===== src/rtl/elastic_pipe_pkg.sv =====
// rtl/elastic_pipe_pkg.sv - shared constants and width helper for the elastic pipeline
package elastic_pipe_pkg;

    localparam int STALL_CNT_W = 32;

    // Width needed to count 0..length valid stages.
    function automatic int clog2_occ(input int length);
        return (length < 1) ? 1 : $clog2(length + 1);
    endfunction

endpackage


===== src/rtl/elastic_pipe_stage.sv =====
// rtl/elastic_pipe_stage.sv - one valid/data register pair of the elastic pipeline
module elastic_pipe_stage #(
    parameter int WIDTH = 1
) (
    input  logic             clk,
    input  logic             rst,
    input  logic             flush,
    input  logic             load,
    input  logic             in_valid,
    input  logic [WIDTH-1:0] in_data,
    output logic             valid_q,
    output logic [WIDTH-1:0] data_q
);

    logic             valid_d;
    logic [WIDTH-1:0] data_d;

    always_comb begin
        valid_d = valid_q;
        data_d  = data_q;
        if (load) begin
            valid_d = in_valid;
            // Data only moves with a real payload so bubbles leave it untouched.
            if (in_valid) begin
                data_d = in_data;
            end
        end
        if (flush) begin
            valid_d = 1'b0;
        end
    end

    always_ff @(posedge clk) begin
        if (rst) begin
            valid_q <= 1'b0;
            data_q  <= '0;
        end else begin
            valid_q <= valid_d;
            data_q  <= data_d;
        end
    end

endmodule


===== src/rtl/elastic_pipeline.sv =====
// rtl/elastic_pipeline.sv - LENGTH-stage valid/ready elastic pipeline; ELASTIC_PIPE_STATS_EN adds stall_cnt
module elastic_pipeline
    import elastic_pipe_pkg::*;
#(
    parameter  int LENGTH = 1,
    parameter  int WIDTH  = 1,
    localparam int OCC_W  = clog2_occ(LENGTH)
) (
    input  logic                   clk,
    input  logic                   rst,
    input  logic                   flush,
    input  logic                   in_valid,
    output logic                   in_ready,
    input  logic [WIDTH-1:0]       in_data,
    output logic                   out_valid,
    input  logic                   out_ready,
    output logic [WIDTH-1:0]       out_data,
`ifdef ELASTIC_PIPE_STATS_EN
    output logic [STALL_CNT_W-1:0] stall_cnt,
`endif
    output logic [OCC_W-1:0]       occupancy
);

    logic [LENGTH-1:0] v;
    logic [LENGTH-1:0] adv;
    logic [LENGTH-1:0] load;
    logic [WIDTH-1:0]  d [LENGTH];
    logic [OCC_W-1:0]  occ_d, occ_q;
    logic              accept, emit;

    // adv[i]: stage i's payload can leave; an empty stage may always load.
    always_comb begin
        adv             = '0;
        adv[LENGTH-1]   = out_ready;
        for (int i = LENGTH - 2; i >= 0; i--) begin
            adv[i] = !v[i+1] || adv[i+1];
        end
        load = ~v | adv;
    end

    genvar g;
    generate
        for (g = 0; g < LENGTH; g++) begin : g_stage
            logic             stage_in_valid;
            logic [WIDTH-1:0] stage_in_data;
            if (g == 0) begin : g_head
                assign stage_in_valid = in_valid;
                assign stage_in_data  = in_data;
            end else begin : g_body
                assign stage_in_valid = v[g-1];
                assign stage_in_data  = d[g-1];
            end
            elastic_pipe_stage #(.WIDTH(WIDTH)) u_stage (
                .clk      (clk),
                .rst      (rst),
                .flush    (flush),
                .load     (load[g]),
                .in_valid (stage_in_valid),
                .in_data  (stage_in_data),
                .valid_q  (v[g]),
                .data_q   (d[g])
            );
        end
    endgenerate

    assign in_ready  = load[0];
    assign out_valid = v[LENGTH-1];
    assign out_data  = d[LENGTH-1];
    assign accept    = in_valid && in_ready;
    assign emit      = out_valid && out_ready;
    assign occupancy = occ_q;

    always_comb begin
        occ_d = occ_q;
        if (flush) begin
            occ_d = '0;
        end else if (accept && !emit) begin
            occ_d = occ_q + OCC_W'(1);
        end else if (emit && !accept) begin
            occ_d = occ_q - OCC_W'(1);
        end
    end

    always_ff @(posedge clk) begin
        if (rst) begin
            occ_q <= '0;
        end else begin
            occ_q <= occ_d;
        end
    end

`ifdef ELASTIC_PIPE_STATS_EN
    logic [STALL_CNT_W-1:0] stall_d, stall_q;

    always_comb begin
        stall_d = stall_q;
        if (out_valid && !out_ready && (stall_q != '1)) begin
            stall_d = stall_q + STALL_CNT_W'(1);
        end
    end

    always_ff @(posedge clk) begin
        if (rst) begin
            stall_q <= '0;
        end else begin
            stall_q <= stall_d;
        end
    end

    assign stall_cnt = stall_q;
`endif

endmodule


===== config.mk =====
export PLATFORM = sky130hd
export DESIGN_NAME = elastic_pipeline
export DESIGN_NICKNAME = d
export VERILOG_FILES = /design/src/rtl/elastic_pipe_pkg.sv /design/src/rtl/elastic_pipe_stage.sv /design/src/rtl/elastic_pipeline.sv
export SDC_FILE = /design/constraint.sdc
export NUM_CORES = 1
export LEC_CHECK = 0
export ABC_AREA = 1
export CORE_AREA = 2 2 39 41
export CTS_CLUSTER_DIAMETER = 80
export DETAILED_ROUTE_END_ITERATION = 12
export DIE_AREA = 0 0 41 43
export SYNTH_ARGS = -nofsm -noshare
export SYNTH_HDL_FRONTEND = slang
export SYNTH_SLANG_ARGS = --single-unit

===== constraint.sdc =====
create_clock -name clk -period 0.82 [get_ports clk]
set_input_delay 0.082 -clock clk [delete_from_list [all_inputs] [get_ports clk]]
set_output_delay 0.082 -clock clk [all_outputs]
set_load 0.01 [all_outputs]

==> impl_metrics.py, run 1 <==
metrics = {
    "global_routing": {
        "grt_pass1_vias": 133,
        "overflow": 0,
        "grt_usage_pct": 4.51,
        "grt_max_degree": 5,
        "antenna_found_initial": 0,
        "grt_pass1_wl_um": 462,
    },
    "critical_path": {
        "r2r_cells": 5,
        "reg2reg_from": "g_stage[0].u_stage.valid_q",
        "path_max_fanout": 4,
        "cp-start-kind": "flip-flop",
        "critPathArrivalTime_ps": 760,
        "timing.rr.end": "g_stage[0].u_stage.data_q",
        "required_ps": 740,
        "startpoint": "g_stage[0].u_stage.valid_q",
        "worstSetupPathType": "reg2out",
        "critPathCaptureType": "output port",
        "crit_end": "in_ready",
        "r2r_setup_slack_ps": 10,
    },
    "run": {
        "drv_cap": 0,
    },
    "route": {
        "ant_nets": 0,
        "drt-vias-per-instance": 3.33,
        "drc": 0,
        "wl_per_cell_um": 6.78,
        "wirelength_um": 346,
        "vias": 170,
        "dr.pass1.iters": 2,
        "drt_iter0_drc": 2,
    },
    "timing": {
        "setup_tns_ps": -24.8,
        "layout_setup_ws_ps": -24.8,
        "skew_ps": 0.674,
        "timing.hold.ws_ps": 215,
        "slew_violations": 0,
        "fin_crit_sh_pct": 103,
        "fmax_mhz": 1180,
        "slew_headroom_pct": 88.6,
        "setup_violations": 1,
        "hold_viol": 0,
        "rsz0062_at_grt": "yes",
        "max_slew.worst_pin.slew_ps": 171,
        "fin_crit_ps": 845,
    },
    "floorplanning": {
        "die_area_um2": 1760,
        "dieWidth_um": 41,
        "fp.dieH_um": 43,
        "initial_core_util_pct": 9.76,
        "pin_count": 10,
        "num_rows": 14,
        "core_um2": 1380,
    },
    "logic_synthesis": {
        "syn-mean-instance-area_um2": 7.11,
        "ys_seq_area_share_pct": 44.4,
        "syn_inst": 19,
        "yosys_warnings": 0,
        "synth_fp_nets": 25,
        "ys_types": 9,
        "syn_area_um2": 135,
        "ys_seq_elements": 3,
    },
    "power_and_ir_drop": {
        "power_frac_comb_pct": 15.7,
        "p_switching_w": 0.000105,
        "p_int_w": 0.000383,
        "p_per_area_nw_per_um2": 1670,
        "p_sw_share_pct": 21.6,
        "leakage_nw": 0.144,
        "sequentialPowerShare_pct": 32.8,
        "ir_drop_mv": 0.376,
        "clockPowerShare_pct": 51.6,
    },
    "final_layout": {
        "antenna_cells": 0,
        "area_growth_pct": 116,
        "final_net_count": 42,
        "final_common_cell": "nand2_1",
        "final_cell_mix": "nand2_1, nand2_2, clkbuf_4, clkdlybuf4s50_1, buf_2",
        "postLayoutCoreUtil_pct": 21.1,
        "layout-drive-gt1-share_pct": 42.9,
    },
    "placement": {
        "io_buffers": 9,
        "gp_congestion": 0.547,
    },
    "cts": {
        "clk_pin_slew_worst_paths_ps": 40,
        "cts_tree": "done",
        "post_cts_buffers": 0,
        "numCtsBuffers": 3,
        "cts-root-buf": "clkbuf_4",
        "worst_skew_pair.late_latency_ps": 230,
        "cts_buffer_depth": 2,
        "htreeDepth": 1,
        "clock-sinks": 3,
    },
    "outcome": {
        "status": "finished, violations left",
        "violations": "setup timing",
    },
    "worst_hold_path": {
        "hold_path_class": "in2reg",
    },
}
## synthesized netlist by cell type
master,n,share of area (%)
nand2_1,6,17
dfxtp_1,3,44
inv_1,2,5.6
nand3_1,2,7.4
nor2_1,2,5.6
a21boi_0,1,5.6
a21oi_1,1,3.7
a21oi_2,1,6.5
nand2_2,1,4.6
## worst min path at each step
stage                                      end                       from  cells after the start
global route        g_stage[0].u_stage.valid_q                   in_valid                      3
floorplan            g_stage[0].u_stage.data_q                        rst                      1
CTS                                  occupancy                  out_ready                      5
finish              g_stage[0].u_stage.valid_q                   in_valid                      3
global placement     g_stage[0].u_stage.data_q  g_stage[0].u_stage.data_q                      2
detailed placement   g_stage[0].u_stage.data_q  g_stage[0].u_stage.data_q                      2
## state kept, by name, summed over array words and instances, names as in the netlist
signal,cells
g_stage.u_stage.data_q,1
g_stage.u_stage.valid_q,1
occupancy,1
## critical path, stage by stage, from the launching register on
cell	delay, ps
dfxtp_2	340
nand2_2	70
buf_6	120
## per-stage QoR
step / total power (W) / cell area, µm² / setup slack [ps] / cells
CTS: 0.000506 / 280 / -22.4 / 51
detailed placement: 0.000245 / 268 / -440 / 47
floorplan: 0.000188 / 135 / 29.7 / 19
global placement: 0.000245 / 268 / -452 / 47
global route: 0.000527 / 292 / -69.1 / 51
finish: 0.000488 / 292 / -24.8 / 51
## routing by layer
| layer | track usage (%) | up-vias | wire [µm] |
|---|---|---|---|
| met5 | 0 | - | 0 |
| met3 | 3.14 | 0 | 56 |
| met2 | 4.69 | 7 | 173 |
| li1 | - | 92 | - |
| met1 | 4.79 | 71 | 116 |
| met4 | 6.00 | 0 | 0 |
## logic make-up after synthesis
logic type             share of synthesized area [%]
AO/OA/AOI/OAI                                   15.7
buffers and inverters                           5.56
flip-flops                                      44.4
AND/OR/NAND/NOR                                 34.3
## final cells by class
| type | count | area, µm² |
|---|---|---|
| fillers | 167 | 1090 |
| repair buffers | 12 | 104 |
| multi-input cells | 14 | 72.6 |
| flip-flops and latches | 3 | 61.3 |
| clock buffers | 4 | 26.3 |
| well taps | 16 | 20.0 |
| inverters | 2 | 7.51 |
## power groups by stage
stage / Combinational (W) / Clock (W) / Sequential [W]
after detailed placement: 0.0000834 / 0 / 0.000162
after global routing: 0.0000850 / 0.000281 / 0.000161
after CTS: 0.0000755 / 0.000271 / 0.000160
after global placement: 0.0000830 / 0 / 0.000162
after floorplan: 0.0000223 / 0 / 0.000166
final: 0.0000764 / 0.000252 / 0.000160
## what timing repair did
| item | in CTS | in global routing |
|---|---|---|
| pin swaps | 1 | 3 |
| gates resized for setup | 19 | 4 |
| hold buffers | 0 | 0 |
| endpoints found under the setup margin | 5 | 4 |
| endpoints found under the hold margin | 0 | 0 |
(Power assumes the default switching activity.)
==> inputs of run 2 (changes only) <==
Settings changed: SLEW_MARGIN set to 20.
==> results of run 2 <==
Final layout, timing and power as in run 1 (identical DEF).
==> inputs of run 3 (changes only) <==
Settings changed: CTS_BUF_LIST set to sky130_fd_sc_hd__clkbuf_16.
==> run 3 against run 2 <==
Effect of this change:
- the run still ends with setup timing left
- critical path depth did not move
- non-clock buffer count unchanged
- first-iteration DRC count is 50% higher
- sequential power is essentially flat
- flip-flop and latch count did not move
- register-to-register slack is essentially flat
- highest routed layer is now met4
==> impl_metrics.py, run 3 (synthesized netlist as in run 1, its figures left out) <==
metrics = {
    "outcome": {
        "status": "finished, violations left",
        "violations": "setup timing",
    },
    "cts": {
        "worst_skew_pair.late_latency_ps": 220,
        "cts-root-buf": "clkbuf_16",
        "cts_tree": "done",
        "cts_hold_buf": 0,
        "cts_buffer_depth": 2,
        "htreeDepth": 1,
        "numCtsBuffers": 3,
        "post_cts_buffers": 0,
        "clock-sinks": 3,
        "clk_pin_slew_worst_paths_ps": 30,
    },
    "timing": {
        "fmax_mhz": 1200,
        "layout_setup_ws_ps": -10.3,
        "setup_violations": 1,
        "max_slew.worst_pin.slew_ps": 171,
        "slew_violations": 0,
        "slew_headroom_pct": 88.6,
        "rsz0062_at_grt": "yes",
        "skew_ps": 0.0995,
        "fin_crit_sh_pct": 101,
        "hold_viol": 0,
        "setup_tns_ps": -10.3,
        "fin_crit_ps": 830,
    },
    "global_routing": {
        "grtUsageMet1_pct": 5.11,
        "grt_usage_pct": 5.51,
        "use_met2_pct": 4.69,
        "antenna_found_initial": 0,
        "top_usage_layer": "met4",
        "overflow": 0,
        "grtUsageMet3_pct": 4.71,
        "grt_pass1_vias": 136,
        "grt_max_degree": 5,
        "grt_pass1_wl_um": 510,
    },
    "floorplanning": {
        "die_area_um2": 1760,
        "dieWidth_um": 41,
        "pin_count": 10,
        "num_rows": 14,
        "core_um2": 1380,
        "initial_core_util_pct": 9.76,
        "fp.dieH_um": 43,
    },
    "final_layout": {
        "final_common_cell": "nand2_1",
        "area_growth_pct": 157,
        "postLayoutCellArea_um2": 348,
        "antenna_cells": 0,
        "final_net_count": 42,
        "layout-drive-gt1-share_pct": 42.9,
        "nFillCells": 160,
        "fin_cells": 51,
    },
    "placement": {
        "placed_cells": 47,
        "gp_congestion": 0.547,
        "placed_cell_area_um2": 268,
        "io_buffers": 9,
        "pre_cts_ws_ps": -440,
    },
    "route": {
        "drt-vias-per-instance": 3.39,
        "drt_iter0_drc": 3,
        "wirelength_um": 363,
        "drc": 0,
        "vias": 173,
        "ant_nets": 0,
        "wl_per_cell_um": 7.12,
        "dr.pass1.iters": 3,
    },
    "run": {
        "drv_cap": 0,
    },
    "power_and_ir_drop": {
        "ir_drop_mv": 0.595,
        "p_total_w": 0.000987,
        "p_per_area_nw_per_um2": 2840,
        "leakage_nw": 0.179,
    },
    "worst_hold_path": {
        "hold_depth": 3,
        "hold_path_class": "in2reg",
    },
    "critical_path": {
        "path_max_fanout": 4,
        "required_ps": 740,
        "critPathTopFamily": "flip-flops",
        "critical-path-slowest-cell": "dfxtp_2",
        "path_cells": "nand2_2 > buf_6",
        "worstSetupPathType": "reg2out",
        "worst-path-buf-inv": 1,
        "slowest_delay_ps": 340,
        "critPathCaptureType": "output port",
        "r2r_cells": 5,
        "cp-start-kind": "flip-flop",
        "critPathArrivalTime_ps": 750,
        "path_depth": 2,
        "r2r_setup_slack_ps": 10,
    },
}
run 3: per-layer routing:
layer	up-vias	part of all wire, %
li1	92	-
met1	72	38
met2	7	46
met3	2	14
met4	0	1.9
met5	-	0
run 3: report_power, final:
group / switching, W / internal, W
registers: 0.00000475 / 0.000155
clock network: 0.000122 / 0.000628
logic: 0.0000310 / 0.0000463
run 3: tightest hold or removal path, stage by stage:
cell and delay, ps:
dlymetal6s2s_1 160, inv_1 80, a21boi_0 70
run 3: area by class of cell:
type                    instances  area [µm²]  share of cell area [%]
clock buffers                   3        75.1                    21.6
clock inverters                 1        3.75                    1.08
inverters                       2        7.51                    2.16
multi-input cells              14        72.6                    20.9
flip-flops and latches          3        61.3                    17.6
well taps                      16        20.0                    5.76
repair buffers                 12         108                    30.9
run 3: per-stage QoR:
step | utilization (%) | hold WS (ps)
detailed placement | 19.3 | 459
finish | 25.1 | 224
global route | 25.1 | 275
global placement | 19.3 | 457
floorplan | - | 144
CTS | 23.7 | 457
run 3: final timing paths:
kind | startpoint | to
max | g_stage[0].u_stage.valid_q | in_ready
min | in_valid | g_stage[0].u_stage.valid_q
max reg2reg | g_stage[0].u_stage.valid_q | g_stage[0].u_stage.data_q
min reg2reg | g_stage[0].u_stage.data_q | g_stage[0].u_stage.data_q
run 3: repair_timing:
item / CTS / global route
gates cloned: 0 / 0
gates resized for setup: 17 / 6
endpoints found under the setup margin: 5 / 3
pin swaps: 0 / 3
